`src/rtl/mixcolumns_sequencer_if.sv`:
```
// Valid/ready handshake bundle for the MixColumns sequencer: state in, mixed state out.
// The master drives in_* and out_ready; the slave (the sequencer) drives the rest.
interface mixcolumns_sequencer_if;
   logic         in_valid;
   logic         in_ready;
   logic [127:0] in_state;
   logic         in_bypass;
   logic         out_valid;
   logic         out_ready;
   logic [127:0] out_state;

   modport master (
      output in_valid, in_state, in_bypass, out_ready,
      input  in_ready, out_valid, out_state
   );

   modport slave (
      input  in_valid, in_state, in_bypass, out_ready,
      output in_ready, out_valid, out_state
   );
endinterface

```
`src/rtl/mixcolumns_sequencer.sv`:
```
// AES MixColumns over a 128-bit state, one 32-bit column per cycle through one shared
// MixColumn combinational block; per-block bypass for the final round.
module mixcolumns_sequencer (
   input  logic                   clk,
   input  logic                   rst_n,
   mixcolumns_sequencer_if.slave  bus,
   output logic                   busy
);

   localparam logic [1:0] StIdle = 2'd0;
   localparam logic [1:0] StMix  = 2'd1;
   localparam logic [1:0] StDone = 2'd2;

   logic [1:0]       state_q, state_d;
   logic [1:0]       col_q, col_d;
   // Packed index 3 holds column 0 (MSBs), so column c lives at index ~c.
   logic [3:0][31:0] work_q, work_d;
   logic [3:0][31:0] res_q, res_d;
   logic [31:0]      mix_in, mix_out;

   function automatic logic [7:0] xtime(input logic [7:0] b);
      return {b[6:0], 1'b0} ^ (b[7] ? 8'h1b : 8'h00);
   endfunction

   // Shared MixColumn block: row-0 byte in the MSB of the column.
   always_comb begin
      logic [7:0] a0, a1, a2, a3;
      a0 = mix_in[31:24];
      a1 = mix_in[23:16];
      a2 = mix_in[15:8];
      a3 = mix_in[7:0];
      mix_out[31:24] = xtime(a0) ^ xtime(a1) ^ a1 ^ a2 ^ a3;
      mix_out[23:16] = a0 ^ xtime(a1) ^ xtime(a2) ^ a2 ^ a3;
      mix_out[15:8]  = a0 ^ a1 ^ xtime(a2) ^ xtime(a3) ^ a3;
      mix_out[7:0]   = xtime(a0) ^ a0 ^ a1 ^ a2 ^ xtime(a3);
   end

   assign mix_in = work_q[~col_q];

   always_comb begin
      state_d = state_q;
      col_d   = col_q;
      work_d  = work_q;
      res_d   = res_q;
      case (state_q)
         StIdle: begin
            if (bus.in_valid) begin
               work_d = bus.in_state;
               col_d  = 2'd0;
               if (bus.in_bypass) begin
                  res_d   = bus.in_state;
                  state_d = StDone;
               end else begin
                  state_d = StMix;
               end
            end
         end
         StMix: begin
            res_d[~col_q] = mix_out;
            col_d         = col_q + 2'd1;
            if (col_q == 2'd3) begin
               state_d = StDone;
            end
         end
         StDone: begin
            if (bus.out_ready) begin
               state_d = StIdle;
            end
         end
         default: state_d = StIdle;
      endcase
   end

   always_ff @(posedge clk or negedge rst_n) begin
      if (!rst_n) begin
         state_q <= StIdle;
         col_q   <= 2'd0;
         work_q  <= '0;
         res_q   <= '0;
      end else begin
         state_q <= state_d;
         col_q   <= col_d;
         work_q  <= work_d;
         res_q   <= res_d;
      end
   end

   assign bus.in_ready  = (state_q == StIdle);
   assign bus.out_valid = (state_q == StDone);
   assign bus.out_state = res_q;
   assign busy          = (state_q != StIdle);

endmodule

```
`src/flat_wrapper.sv`:
```
// flat-port wrapper written by rule: the top's interface ports become plain ports
module mixcolumns_sequencer_flat 
  (clk, rst_n, busy, bus_in_valid, bus_in_state, bus_in_bypass, bus_out_ready, bus_in_ready, bus_out_valid, bus_out_state);
  mixcolumns_sequencer_if bus_i ();
  input  logic clk;
  input  logic rst_n;
  output logic busy;
  input wire logic [$bits(bus_i.in_valid)-1:0] bus_in_valid;
  input wire logic [$bits(bus_i.in_state)-1:0] bus_in_state;
  input wire logic [$bits(bus_i.in_bypass)-1:0] bus_in_bypass;
  input wire logic [$bits(bus_i.out_ready)-1:0] bus_out_ready;
  output wire logic [$bits(bus_i.in_ready)-1:0] bus_in_ready;
  output wire logic [$bits(bus_i.out_valid)-1:0] bus_out_valid;
  output wire logic [$bits(bus_i.out_state)-1:0] bus_out_state;
  assign bus_i.in_valid = bus_in_valid;
  assign bus_i.in_state = bus_in_state;
  assign bus_i.in_bypass = bus_in_bypass;
  assign bus_i.out_ready = bus_out_ready;
  assign bus_in_ready = bus_i.in_ready;
  assign bus_out_valid = bus_i.out_valid;
  assign bus_out_state = bus_i.out_state;
  mixcolumns_sequencer u_core (.clk(clk), .rst_n(rst_n), .bus(bus_i), .busy(busy));
endmodule
```
`config.mk`:
```
export PLATFORM = sky130hd
export DESIGN_NAME = mixcolumns_sequencer_flat
export DESIGN_NICKNAME = d
export VERILOG_FILES = /design/src/rtl/mixcolumns_sequencer_if.sv /design/src/rtl/mixcolumns_sequencer.sv /design/src/flat_wrapper.sv
export SDC_FILE = /design/constraint.sdc
export NUM_CORES = 1
export LEC_CHECK = 0
export BUFFER_PORTS_ARGS = -buffer_cell sky130_fd_sc_hd__buf_2
export CAP_MARGIN = 20
export CORE_MARGIN = 4
export CORE_UTILIZATION = 50
export DETAILED_ROUTE_END_ITERATION = 12
export HOLD_SLACK_MARGIN = 0.12
export PLACE_DENSITY = 0.81
export SKIP_LAST_GASP = 1
export SYNTH_ARGS = -nofsm -noshare
export SYNTH_HDL_FRONTEND = slang
export SYNTH_SLANG_ARGS = --single-unit
```
`constraint.sdc`:
```
create_clock -name clk -period 2.75 [get_ports clk]
set_clock_uncertainty 0.1 [all_clocks]
set_input_delay 0.4125 -clock clk [delete_from_list [all_inputs] [get_ports clk]]
set_output_delay 0.4125 -clock clk [all_outputs]
set_load 0.01 [all_outputs]
```
After elaboration in Yosys (flattened, before gate mapping)
Index checks and enable logic that the tools add are counted.
{ "classes": {"n_addsub": 1, "mul": 0, "div": 0, "n_lt_le_gt_ge": 2, "eq_ne": 7, "n_shift": 0, "mux": 19, "n_bitwise": 21, "reduce_logical": 8} }
{ "op_table": {"columns": ["operator", "count"], "rows": [
  ["$mux 128", 2],
  ["$pmux 128 s2", 1],
  ["$xor 8x8->8", 18],
  ["$bwmux 128", 1],
  ["$bmux 32 s2", 1],
  ["$demux 32 s2", 1],
  ["$mux 32", 2],
  ["$mux 5", 4],
  ["$xor 8x5->8", 2],
  ["$mux 2", 5],
  ["$ne 2x2->1 const B", 3],
  ["$pmux 2 s3", 1],
  ["$reduce_and 3->1", 2],
  ["$eq 2x2->1 const B", 2],
  ["$pmux 2 s2", 1],
  ["$reduce_and 2->1", 2],
  ["$reduce_bool 2->1", 2],
  ["$lt 2x3->1 const B", 1],
  ["$add 2x1->2 const B", 1],
  ["$eq 2x1->1 const B", 1],
  ["$ge 2x1->1 const B", 1],
  ["$logic_not 2->1", 1],
  ["$ne 2x1->1 const B", 1],
  ["$not 2->2", 1],
  ["$logic_and 1x1->1", 1]
]} }
{ "word_totals": {"ff_bits": 260, "latch_bits": 0, "ramBits": 0, "romBits": 0, "inputBits": 133, "out_inout_bits": 131, "word_cells": 68, "n_memories": 0} }

Logic depth before layout (Yosys ltp)
{ "depth": {"word_depth": 11, "ltp_mapped": 10, "ltp_nobuf": 6} }

Worst setup path before layout
No wires, ideal clock.
{ "synth_path": {"path_type": "register -> register", "startpoint": "register u_core.col_q[0]", "endpoint": "register u_core.res_q (netlist bit u_core.bus.out_state[73])", "setup_time_ps": 83, "t_arrival_ps": 2153, "required_ps": 2567, "setup_slack_ps": 415, "path_stages_with_launch": 8, "n_path_buf": 3, "synth_period_minus_slack_ps": 2335, "path_cell_list": "dfrtp_1 -> buf_6 -> buf_12 -> buf_12 -> mux4_2 -> xor2_1 -> xnor3_1 -> o22ai_1"} }
{ "synth_between": {"elab_chain_cells": 10, "elab_cells_between_ends": 18, "cone_classes": "order compare (2); mux (8); bitwise (7); reduce/logical (1)"} }
{ "synth_lines": {"columns": ["element", "line", "rtl"], "rows": [
  ["start, declared", "mixcolumns_sequencer.sv:15", "logic [1:0] col_q, col_d;"],
  ["start signal, assigned", "mixcolumns_sequencer.sv:82", "col_q <= col_d;"],
  ["$not 2->2 *", "mixcolumns_sequencer.sv:38, mixcolumns_sequencer.sv:59", null],
  ["$bmux 32 s2", "mixcolumns_sequencer.sv:38", "assign mix_in = work_q[~col_q];"],
  ["$mux 32 (implied by the code)", "mixcolumns_sequencer.sv:38", null],
  ["$mux 5", "mixcolumns_sequencer.sv:22", "return {b[6:0], 1'b0} ^ (b[7] ? 8'h1b : 8'h00);"],
  ["$xor 8x8->8", "mixcolumns_sequencer.sv:22", null],
  ["$xor 8x8->8 (3 in series)", "mixcolumns_sequencer.sv:34", "mix_out[15:8] = a0 ^ a1 ^ xtime(a2) ^ xtime(a3) ^ a3;"],
  ["$bwmux 128 *", "mixcolumns_sequencer.sv:59", "res_d[~col_q] = mix_out;"],
  ["$pmux 128 s2 *", "mixcolumns_sequencer.sv:45", "case (state_q)"],
  ["end signal, assigned", "mixcolumns_sequencer.sv:84", "res_q <= res_d;"],
  ["end, declared", "mixcolumns_sequencer.sv:18", "logic [3:0][31:0] res_q, res_d;"]
]} }
Every way passes the cells marked *; elsewhere a longest branch is shown, timed or not. The select of a mux whose other input is x is not followed.
A chain may end at the register's enable or synchronous reset.

Worst setup path after layout
{ "layout_path": {"startpoint": "register u_core.col_q[0]", "endpoint": "register u_core.res_q (netlist bit u_core.bus.out_state[116])"} }
{ "layout_between": {"elab_chain_cells": 11, "elab_cells_between_ends": 18, "cone_classes": "order compare (2); mux (8); bitwise (7); reduce/logical (1)"} }
{ "layout_lines": {"columns": ["element", "line", "rtl"], "rows": [
  ["$not 2->2 *", "mixcolumns_sequencer.sv:38, mixcolumns_sequencer.sv:59", null],
  ["$bmux 32 s2", "mixcolumns_sequencer.sv:38", null],
  ["$mux 32 (implied by the code)", "mixcolumns_sequencer.sv:38", null],
  ["$mux 5", "mixcolumns_sequencer.sv:22", null],
  ["$xor 8x8->8", "mixcolumns_sequencer.sv:22", null],
  ["$xor 8x8->8 (4 in series)", "mixcolumns_sequencer.sv:33", "mix_out[23:16] = a0 ^ xtime(a1) ^ xtime(a2) ^ a2 ^ a3;"],
  ["$bwmux 128 *", "mixcolumns_sequencer.sv:59", null],
  ["$pmux 128 s2 *", "mixcolumns_sequencer.sv:45", null]
]} }
Marked as above.

==> results.md <==
* Count of final setup violators at 0
* Count of buffers inserted at the top-level ports at roughly 260
* Post-route DRC at 0
* Aggregate global-route resource usage at 0.297
* Total negative setup slack at 0 ps
* Number of cells after detailed placement at 1,561
* Net count after synthesis at between 1,000 and 1,500
* Vias at around 11,000
* Final Critical Period at around 2700 ps
* Biggest area consumer among synthesized cells: dfrtp_1
* Global placer's final weighted congestion at between 0.8 and 0.9
* TritonCTS clock tree: built
* Arrival time at the worst endpoint at 3010 ps
* Result of the run: finished clean
* Mean routed wirelength per cell at 24.6 µm
* Largest buffer count on any clock path at 3
* Placement Rows at between 50 and 60
* Post-synthesis instance area at approximately 13,000 µm²
* Sequential share of the synthesized area at 0.505
* Filler-free cell count of the finished design at ~1,700
* Count of nets left with antenna violations after detail routing at 0
* Net total in the final layout at about 1,500
* Gate Count Post-Synth at about 1,000
* Number of global-route vias before repair at roughly 12,000
* Hpwl dp at around 28,000 µm
* Root buffer cell: clkbuf_16
* Crit path kind: reg -> reg
* Fraction of final layout cells with drive strength greater than 1 at 0.374
* Sort of element at the end of the critical path: register
* Effective utilization at floorplan at 0.510
* Number of CTS-inserted buffers at 27
* Number of filler instances in the final layout at between 1,500 and 2,000
* Maximum level of the CTS H-tree at 1
* Core Footprint at 25,300 µm²
* Wirelength, routed at 42,900 µm
* Final clock period utilization by the worst path at 0.971
* Clock tree sinks at 260
* Transition time at the pin with the least slew margin at 729 ps
* Count of different cell masters after synthesis at 33
* Peak Freq at 0.374 GHz
* Max Cap Violations at 0
* Initial antenna violation count at 1
* Register area at about 6500 µm²
* Width of the die at 169 µm
* Worst min-delay path category: in -> reg
* Wire length of the first global-routing pass at about 66,000 µm
* Die extent in y at roughly 170 µm
* CP startpoint kind: register
* Via-per-instance ratio at between 6 and 7
* Residual overflow from global routing at 0
* Number of storage elements in the synthesis netlist at between 200 and 300
* Req. time, crit path at approximately 3100 ps
* I/O pin count at 264
* Multi-input logic area at 5960 µm²
* Final count of hold timing violations at 0
* Synth area leaders: dfrtp_1 51%, mux2_2 11%, xnor3_1 6.3%
* Drt first pass iters at 6
* Clock-pin slew on the worst setup and hold paths at 70 ps
* Area overhead of the layout relative to synthesis at 31.4%
* Warnings, synthesis at 0
* Maximum number of pins on one net before global-route repair at between 80 and 90
* Die Area at around 28,000 µm²
* Max FO, Critical Path at 19
* Mean post-synth cell area at approximately 13 µm²
* Iteration-0 DRC count of the detailed router at about 1,500
* Headroom to the max-slew limit at 0.514
* Post-synth top area share at 0.505
* Pins Over Slew Limit at 0
* Unrepaired setup endpoints after global routing: true
* Worst-skew pair later-pin latency at around 530 ps
==> synthesized netlist by cell type (all sizes together) <==
cell and instances:
mux2 128, nor3b 1, xnor2 19, xor2 15, nor2 50, inv 5, xor3 6, o22ai 48
xnor3 36, o21ai 82, a21oi 133, or3 1, a21o 4, mux4 32, nor4b 80, ha 4
nand3b 1, and2 1, nand2 9, dfrtp 260, nor2b 1, o31ai 1, nand2b 2, buf 16
clkbuf 72
==> cell families after synthesis <==
| family | after synthesis | share of synthesized area |
|---|---|---|
| muxes | 160 | 0.169 |
| xor gates and xnor gates | 76 | 0.105 |
| adders and majority gates | 4 | 0.00389 |
| AOI/OAI and AO/OA | 268 | 0.110 |
| and+or+nand+nor | 146 | 0.0752 |
| buffers and inverters | 93 | 0.0321 |
| DFF | 260 | 0.505 |
==> placed cells by master (no fill, tap or decap), types with 4 or more instances in the layout <==
| cell type | instances |
|---|---|
| buf_2 | 262 |
| dfrtp_1 | 256 |
| a21oi_1 | 133 |
| dlygate4sd3_1 | 130 |
| mux2_2 | 128 |
| nor4b_1 | 80 |
| o21ai_0 | 62 |
| nor2_1 | 50 |
| o22ai_1 | 48 |
| buf_4 | 37 |
| xnor3_1 | 36 |
| mux4_2 | 29 |
| clkbuf_16 | 27 |
| o21ai_1 | 20 |
| xor2_1 | 15 |
| buf_12 | 13 |
| xnor2_1 | 10 |
| nand2_1 | 9 |
| clkbuf_8 | 8 |
| xnor2_2 | 6 |
| xor3_1 | 6 |
| clkinv_2 | 6 |
| clkbuf_1 | 6 |
| inv_1 | 5 |
| a21o_1 | 4 |
| ha_1 | 4 |
==> routing by layer <==
metal / global-route usage / vias to the layer above / wire length, µm
li1: - / 4511 / -
met1: 0.392 / 5407 / 16200
met2: 0.481 / 772 / 20500
met3: 0.0628 / 196 / 4130
met4: 0.130 / 0 / 2110
met5: 0 / - / 0
==> path summary, 6_finish.rpt <==
path	slack (ps)	startpoint	depth (start not counted)	end
min	140	bus_in_bypass	4	u_core.state_q[0]$_DFFE_PN0P_
max in group asynchronous	1400	rst_n	3	u_core.state_q[1]$_DFFE_PN0P_
min in group asynchronous	390	rst_n	2	u_core.bus.out_state[11]$_DFFE_PN0P_
max reg2reg	80	u_core.col_q[0]$_DFFE_PN0P_	5	u_core.bus.out_state[116]$_DFFE_PN0P_
max	80	u_core.col_q[0]$_DFFE_PN0P_	5	u_core.bus.out_state[116]$_DFFE_PN0P_
min reg2reg	390	u_core.bus.out_state[39]$_DFFE_PN0P_	2	u_core.bus.out_state[39]$_DFFE_PN0P_
==> sequential cells by signal, summed over array words and instances, names as in the netlist <==
name	flops
u_core.state_q	2
u_core.bus.out_state	128
u_core.col_q	2
u_core.work_q	128
==> worst max-delay path, cell delays in order (launching register included) <==
cell,delay (ps)
dfrtp_2,410
buf_12,200
mux4_2,660
xor2_1,390
xnor3_1,550
o22ai_1,240
==> what timing repair did <==
item                                    4_1_cts  5_1_grt
buffers inserted                              0        1
hold endpoints to repair                    245        0
hold buffers                                130        0
endpoints found under the setup margin        0        3
resized for setup                             0        1
==> per-stage QoR <==
| step | utilization | setup WS [ps] | hold slack [ps] | area, µm² |
|---|---|---|---|---|
| 6_report | 0.670 | 78.9 | 136 | 16900 |
| 5_1_grt | 0.670 | -0.958 | 190 | 16900 |
| 4_1_cts | 0.670 | 89.6 | 138 | 16900 |
| 3_5_place_dp | 0.585 | 121 | 366 | 14800 |
| 3_3_place_gp | 0.585 | 180 | 364 | 14800 |
| 2_1_floorplan | - | 415 | 16.9 | 12900 |
==> cell type report <==
type / count / area share
diodes: 1 / 0.000148
well taps: 330 / 0.0244
clock buffers: 41 / 0.0477
multi-input cells: 654 / 0.352
clock inverters: 8 / 0.00273
repair buffers: 443 / 0.187
flip-flops and latches: 260 / 0.385
inverters: 5 / 0.00111
Power is not shown: default switching activity piles up to over one toggle a cycle in this logic, so the estimate is an artifact.
